<file path="config.mk">
export PLATFORM = sky130hd
export DESIGN_NAME = dmem_arbiter_flat
export DESIGN_NICKNAME = d
export VERILOG_FILES = /design/src/rtl/dmem_arbiter_if.sv /design/src/rtl/dmem_arbiter.sv /design/src/flat_wrapper.sv
export SDC_FILE = /design/constraint.sdc
export NUM_CORES = 1
export LEC_CHECK = 0
export BUFFER_PORTS_ARGS = -buffer_cell sky130_fd_sc_hd__buf_2
export CAP_MARGIN = 30
export CORE_AREA = 4 4 114 116
export CTS_CLUSTER_SIZE = 12
export DETAILED_ROUTE_END_ITERATION = 8
export DIE_AREA = 0 0 118 120
export SLEW_MARGIN = 20
export SYNTH_ARGS = -nofsm -noshare
export SYNTH_HDL_FRONTEND = slang
export SYNTH_SLANG_ARGS = --single-unit
</file>
<file path="constraint.sdc">
create_clock -name clk -period 5.07 [get_ports clk]
set_input_delay 0.7605 -clock clk [delete_from_list [all_inputs] [get_ports clk]]
set_output_delay 0.7605 -clock clk [all_outputs]
set_load 0.01 [all_outputs]
</file>
<file path="src/rtl/dmem_arbiter_if.sv">
// Bundle of the core, DMA and data-memory ports of the dmem arbiter.
// slave = arbiter view; master = requesters plus memory (bench side).
interface dmem_arbiter_if;
  localparam int unsigned ADDR_W = 32;
  localparam int unsigned DATA_W = 32;

  logic              c_req;
  logic              c_we;
  logic [ADDR_W-1:0] c_addr;
  logic [DATA_W-1:0] c_wdata;
  logic [DATA_W-1:0] c_rdata;
  logic              c_stall;

  logic              d_valid;
  logic              d_we;
  logic [ADDR_W-1:0] d_addr;
  logic [DATA_W-1:0] d_wdata;
  logic              d_ready;
  logic [DATA_W-1:0] d_rdata;
  logic              d_rvalid;

  logic              m_we;
  logic [ADDR_W-1:0] m_addr;
  logic [DATA_W-1:0] m_wd;
  logic [DATA_W-1:0] m_rd;
  logic              grant_dma;

  modport slave (
    input  c_req, c_we, c_addr, c_wdata,
    input  d_valid, d_we, d_addr, d_wdata,
    input  m_rd,
    output c_rdata, c_stall,
    output d_ready, d_rdata, d_rvalid,
    output m_we, m_addr, m_wd,
    output grant_dma
  );

  modport master (
    output c_req, c_we, c_addr, c_wdata,
    output d_valid, d_we, d_addr, d_wdata,
    output m_rd,
    input  c_rdata, c_stall,
    input  d_ready, d_rdata, d_rvalid,
    input  m_we, m_addr, m_wd,
    input  grant_dma
  );
endinterface

</file>
<file path="src/rtl/dmem_arbiter.sv">
// Single-port dmem arbiter: core has priority, a starvation counter forces DMA
// grants, and a granted DMA keeps priority for a bounded burst window.
module dmem_arbiter #(
  parameter int unsigned MAX_WAIT  = 8,
  parameter int unsigned BURST_LEN = 4
) (
  input  logic           clk,
  input  logic           reset,
  dmem_arbiter_if.slave  bus
);

  localparam int unsigned WAIT_W = $clog2(MAX_WAIT + 1);
  localparam int unsigned BEAT_W = $clog2(BURST_LEN + 1);

  typedef enum logic {
    CORE_PRI  = 1'b0,
    DMA_BURST = 1'b1
  } state_t;

  state_t            state, state_nxt;
  logic [WAIT_W-1:0] wait_cnt, wait_nxt;
  logic [BEAT_W-1:0] beat_cnt, beat_nxt;
  logic [BEAT_W-1:0] beat_inc;
  logic              wait_max;
  logic              grant;
  logic [31:0]       d_rdata_q;
  logic              d_rvalid_q;

  assign wait_max = (wait_cnt == WAIT_W'(MAX_WAIT));
  assign beat_inc = beat_cnt + BEAT_W'(1);

  // Grant decision, wait counter and burst window bookkeeping.
  always_comb begin
    state_nxt = state;
    wait_nxt  = wait_cnt;
    beat_nxt  = beat_cnt;
    grant     = 1'b0;

    case (state)
      CORE_PRI:  grant = bus.d_valid & (~bus.c_req | wait_max);
      DMA_BURST: grant = bus.d_valid;
      default:   grant = 1'b0;
    endcase

    if (grant)            wait_nxt = '0;
    else if (bus.d_valid) wait_nxt = wait_max ? wait_cnt : wait_cnt + WAIT_W'(1);
    else                  wait_nxt = '0;

    case (state)
      CORE_PRI: begin
        // A one-beat window closes on the very beat that opened it.
        if (grant && (BEAT_W'(BURST_LEN) != BEAT_W'(1))) begin
          state_nxt = DMA_BURST;
          beat_nxt  = BEAT_W'(1);
        end else begin
          beat_nxt  = '0;
        end
      end
      DMA_BURST: begin
        if (!bus.d_valid || (beat_inc == BEAT_W'(BURST_LEN))) begin
          state_nxt = CORE_PRI;
          beat_nxt  = '0;
        end else begin
          beat_nxt  = beat_inc;
        end
      end
      default: begin
        state_nxt = CORE_PRI;
        beat_nxt  = '0;
      end
    endcase
  end

  always_ff @(posedge clk or posedge reset) begin
    if (reset) begin
      state      <= CORE_PRI;
      wait_cnt   <= '0;
      beat_cnt   <= '0;
      d_rdata_q  <= '0;
      d_rvalid_q <= 1'b0;
    end else begin
      state      <= state_nxt;
      wait_cnt   <= wait_nxt;
      beat_cnt   <= beat_nxt;
      d_rvalid_q <= grant & ~bus.d_we;
      if (grant & ~bus.d_we) d_rdata_q <= bus.m_rd;
    end
  end

  assign bus.grant_dma = grant;
  assign bus.d_ready   = grant;
  assign bus.c_stall   = bus.c_req & grant;
  assign bus.c_rdata   = bus.m_rd;
  assign bus.d_rdata   = d_rdata_q;
  assign bus.d_rvalid  = d_rvalid_q;
  assign bus.m_addr    = grant ? bus.d_addr  : bus.c_addr;
  assign bus.m_wd      = grant ? bus.d_wdata : bus.c_wdata;
  assign bus.m_we      = ~reset & (grant ? bus.d_we : (bus.c_req & bus.c_we));

endmodule

</file>
<file path="src/flat_wrapper.sv">
// flat-port wrapper written by rule: the top's interface ports become plain ports
module dmem_arbiter_flat 
#(
  parameter int unsigned MAX_WAIT  = 8,
  parameter int unsigned BURST_LEN = 4
)
  (clk, reset, bus_c_req, bus_c_we, bus_c_addr, bus_c_wdata, bus_d_valid, bus_d_we, bus_d_addr, bus_d_wdata, bus_m_rd, bus_c_rdata, bus_c_stall, bus_d_ready, bus_d_rdata, bus_d_rvalid, bus_m_we, bus_m_addr, bus_m_wd, bus_grant_dma);
  dmem_arbiter_if bus_i ();
  input  logic clk;
  input  logic reset;
  input wire logic [$bits(bus_i.c_req)-1:0] bus_c_req;
  input wire logic [$bits(bus_i.c_we)-1:0] bus_c_we;
  input wire logic [$bits(bus_i.c_addr)-1:0] bus_c_addr;
  input wire logic [$bits(bus_i.c_wdata)-1:0] bus_c_wdata;
  input wire logic [$bits(bus_i.d_valid)-1:0] bus_d_valid;
  input wire logic [$bits(bus_i.d_we)-1:0] bus_d_we;
  input wire logic [$bits(bus_i.d_addr)-1:0] bus_d_addr;
  input wire logic [$bits(bus_i.d_wdata)-1:0] bus_d_wdata;
  input wire logic [$bits(bus_i.m_rd)-1:0] bus_m_rd;
  output wire logic [$bits(bus_i.c_rdata)-1:0] bus_c_rdata;
  output wire logic [$bits(bus_i.c_stall)-1:0] bus_c_stall;
  output wire logic [$bits(bus_i.d_ready)-1:0] bus_d_ready;
  output wire logic [$bits(bus_i.d_rdata)-1:0] bus_d_rdata;
  output wire logic [$bits(bus_i.d_rvalid)-1:0] bus_d_rvalid;
  output wire logic [$bits(bus_i.m_we)-1:0] bus_m_we;
  output wire logic [$bits(bus_i.m_addr)-1:0] bus_m_addr;
  output wire logic [$bits(bus_i.m_wd)-1:0] bus_m_wd;
  output wire logic [$bits(bus_i.grant_dma)-1:0] bus_grant_dma;
  assign bus_i.c_req = bus_c_req;
  assign bus_i.c_we = bus_c_we;
  assign bus_i.c_addr = bus_c_addr;
  assign bus_i.c_wdata = bus_c_wdata;
  assign bus_i.d_valid = bus_d_valid;
  assign bus_i.d_we = bus_d_we;
  assign bus_i.d_addr = bus_d_addr;
  assign bus_i.d_wdata = bus_d_wdata;
  assign bus_i.m_rd = bus_m_rd;
  assign bus_c_rdata = bus_i.c_rdata;
  assign bus_c_stall = bus_i.c_stall;
  assign bus_d_ready = bus_i.d_ready;
  assign bus_d_rdata = bus_i.d_rdata;
  assign bus_d_rvalid = bus_i.d_rvalid;
  assign bus_m_we = bus_i.m_we;
  assign bus_m_addr = bus_i.m_addr;
  assign bus_m_wd = bus_i.m_wd;
  assign bus_grant_dma = bus_i.grant_dma;
  dmem_arbiter #(.MAX_WAIT(MAX_WAIT), .BURST_LEN(BURST_LEN)) u_core (.clk(clk), .reset(reset), .bus(bus_i));
endmodule
</file>
==> impl_metrics.tcl <==
set metrics [dict create \
    status "finished, final reports clean" \
    clk-insertion-delay-late_ns 0.27 \
    mostFrequentLayoutCells "buf_2, mux2_2, dfrtp_1, mux2_4" \
    setup_violations 0 \
    setup_tns_ns 0 \
    drt_wl_total_um 9130 \
    holdWs_ns 0.478 \
    pin_count 299 \
    cp-start-kind "register" \
    clk_pin_slew_ns 0.06 \
    finalNetCount 647 \
    vias 2584 \
    detail-route-antenna-nets 0 \
    drt_iter0_drc 95 \
    period_minus_slack_ns 3.20 \
    hold_end "u_core.bus.d_rdata[2]" \
    ys_seq_area_share_pct 36.8 \
    p_int_uw 839 \
    maxSlewViolCount 0 \
    grt_use_total_pct 11.3 \
    drt-met1-wl_um 3350 \
    p_total_uw 1160 \
    fp-row-count 40 \
    synth.cell_area_sq_um 2790 \
    routedWlPerCell_um 14.6 \
    syn_to_final_growth_pct 54.8 \
    grt_antenna_before_repair 0 \
    start_util_pct 23.4 \
    grt_overflow_total 0 \
    power_density_nw_per_um2 268 \
    worst_slew_pin_slew_ns 0.914 \
    p_sw_uw 318 \
    reg2reg_from "u_core.wait_cnt[0]" \
    worst_hold_path_type "reg -> reg" \
    routed.top_layer "met4" \
    syn_avg_cell_area_sq_um 13.1 \
    clock_skew_ns 0.00345 \
    worst_slew_margin_rel_pct 39.1 \
    drc 0 \
    hpwl_um 7920 \
    crit_fanout 67 \
    wl_met2_um 4950 \
    synth-seq-cells 41 \
    grt_pass1_wl_um 13200 \
    syn_nets 383 \
    p_comb_share_pct 33.9 \
    fill_cells 1226 \
    die_y_um 120 \
    cts_tree "yes" \
    pwr-share-seq_pct 34.8 \
    drive_gt1_share_pct 84.9 \
    rsz0062_at_grt "false" \
    r2r_end "u_core.bus.d_rdata[22]" \
    die_x_um 118 \
    cts_resized 0 \
    endpoint_kind "primary output" \
    cts_setup_buffers 0 \
    max_freq_mhz 313 \
    syn_inst 213 \
    grt_pass1_vias 2668 \
    vias_per_cell 4.13 \
    leakage_uw 0.00240 \
    cp.arrival_ns 2.44 \
    crit_type "reg -> out" \
    clock_power_share_pct 31.3 \
    switching_share_pct 27.5 \
    grt_max_degree 68 \
    clock_sinks 41 \
    min_from "u_core.bus.d_rdata[2]" \
    portBuffers 298 \
    cts-root-buf "clkbuf_16" \
    cts_buffers 5 \
    rrSetupSlack_ns 3.11 \
    cap_violations 0 \
    fp.coreArea_sq_um 11900 \
    final_common_cell "buf_2" \
    diodes 0 \
    ctsHoldBuffers 0 \
    ys_warn_count 0 \
    cts_buffer_depth 2 \
    min_path_cells 1 \
    place_congestion 0.839 \
    route.met3.wl_um 789 \
    yosys.cell_types.count 22 \
    peakVddDrop_v 0.0000868 \
    worst_ep_required_time_ns 4.31 \
    timing.final.hold_violations 0 \
    die-area_sq_um 14200 \
    r2r_cells 6 \
    htree_levels 2 \
    timing.final.crit_share_pct 63.1 \
    dr.pass1.iters 4 \
]
==> worst max-delay path, stage by stage (launching register included) <==
cell,delay (ns)
dfrtp_1,0.39
inv_1,0.06
ha_1,0.23
nand3b_4,0.11
a21o_4,0.73
inv_1,0.23
mux2i_1,0.23
buf_2,0.17
==> power groups by stage <==
stage | clock [uW] | sequential (uW) | combinational, uW
6_report | 363 | 402 | 392
3_5_place_dp | 0 | 410 | 398
4_1_cts | 378 | 404 | 399
3_3_place_gp | 0 | 406 | 392
5_1_grt | 392 | 409 | 423
2_1_floorplan | 0 | 434 | 200
==> how the worst max path moves through the flow <==
stage / start / endpoint
finish: u_core.wait_cnt[0] / bus_m_we
CTS: u_core.wait_cnt[0] / bus_m_we
floorplan: reset / bus_m_we
detailed placement: bus_c_req / bus_m_we
global route: u_core.wait_cnt[0] / bus_m_we
global placement: bus_c_req / bus_m_we
==> routing by layer <==
metal	vias to the layer above	track usage, %
met5	-	0
met4	0	2.71
met3	2	2.59
met2	139	21.5
met1	1206	12.7
li1	1237	-
==> cell type report <==
type	count	area, sq um	area share (%)
clock buffers	7	143	3.30
clock inverters	1	30.0	0.695
inverters	6	22.5	0.521
multi-input cells	123	1410	32.6
flip-flops and latches	41	1030	23.8
well taps	147	184	4.26
repair buffers	300	1510	34.9
==> cells by family after synthesis <==
family                     count (synthesis)  share of synthesized area [%]
buffers and inverters                     49                           13.0
adders and majority gates                  4                           1.79
muxes                                     97                           42.7
and+or+nand+nor                           14                           3.14
xor gates and xnor gates                   3                          0.942
DFF                                       41                           36.8
AOI/OAI and AO/OA                          5                           1.57
==> state kept, by name (all words and copies together), names as in the netlist <==
name                 count
u_core.beat_cnt          3
u_core.bus.d_rdata      32
u_core.bus.d_rvalid      1
u_core.state             1
u_core.wait_cnt          4
==> Yosys cell counts (all sizes together) <==
| cell | count | share of area (%) |
|---|---|---|
| a31oi | 1 | 0.22 |
| a211oi | 1 | 0.72 |
| mux2i | 1 | 0.36 |
| buf | 43 | 12 |
| dfrtp | 41 | 37 |
| a21o | 1 | 0.27 |
| and2 | 1 | 0.22 |
| xor2 | 2 | 0.63 |
| nor2b | 1 | 0.49 |
| nand3 | 5 | 0.90 |
| xnor2 | 1 | 0.31 |
| mux2 | 96 | 42 |
| nand3b | 1 | 0.72 |
| ha | 4 | 1.8 |
| nor2 | 5 | 0.67 |
| inv | 6 | 0.81 |
| nand2 | 1 | 0.13 |
| a21oi | 2 | 0.36 |
==> stage by stage <==
| step | std cells | worst slack [ns] | instance area, sq um | utilization [%] |
|---|---|---|---|---|
| final | 625 | 1.87 | 4320 | 36.3 |
| after global routing | 625 | 1.67 | 4320 | 36.3 |
| after CTS | 625 | 1.84 | 4320 | 36.3 |
| after detailed placement | 617 | 1.86 | 4150 | 34.8 |
| after global placement | 617 | 1.92 | 4150 | 34.8 |
| after floorplan | 213 | 2.26 | 2790 | - |
Power figures use the tool's default switching activity.
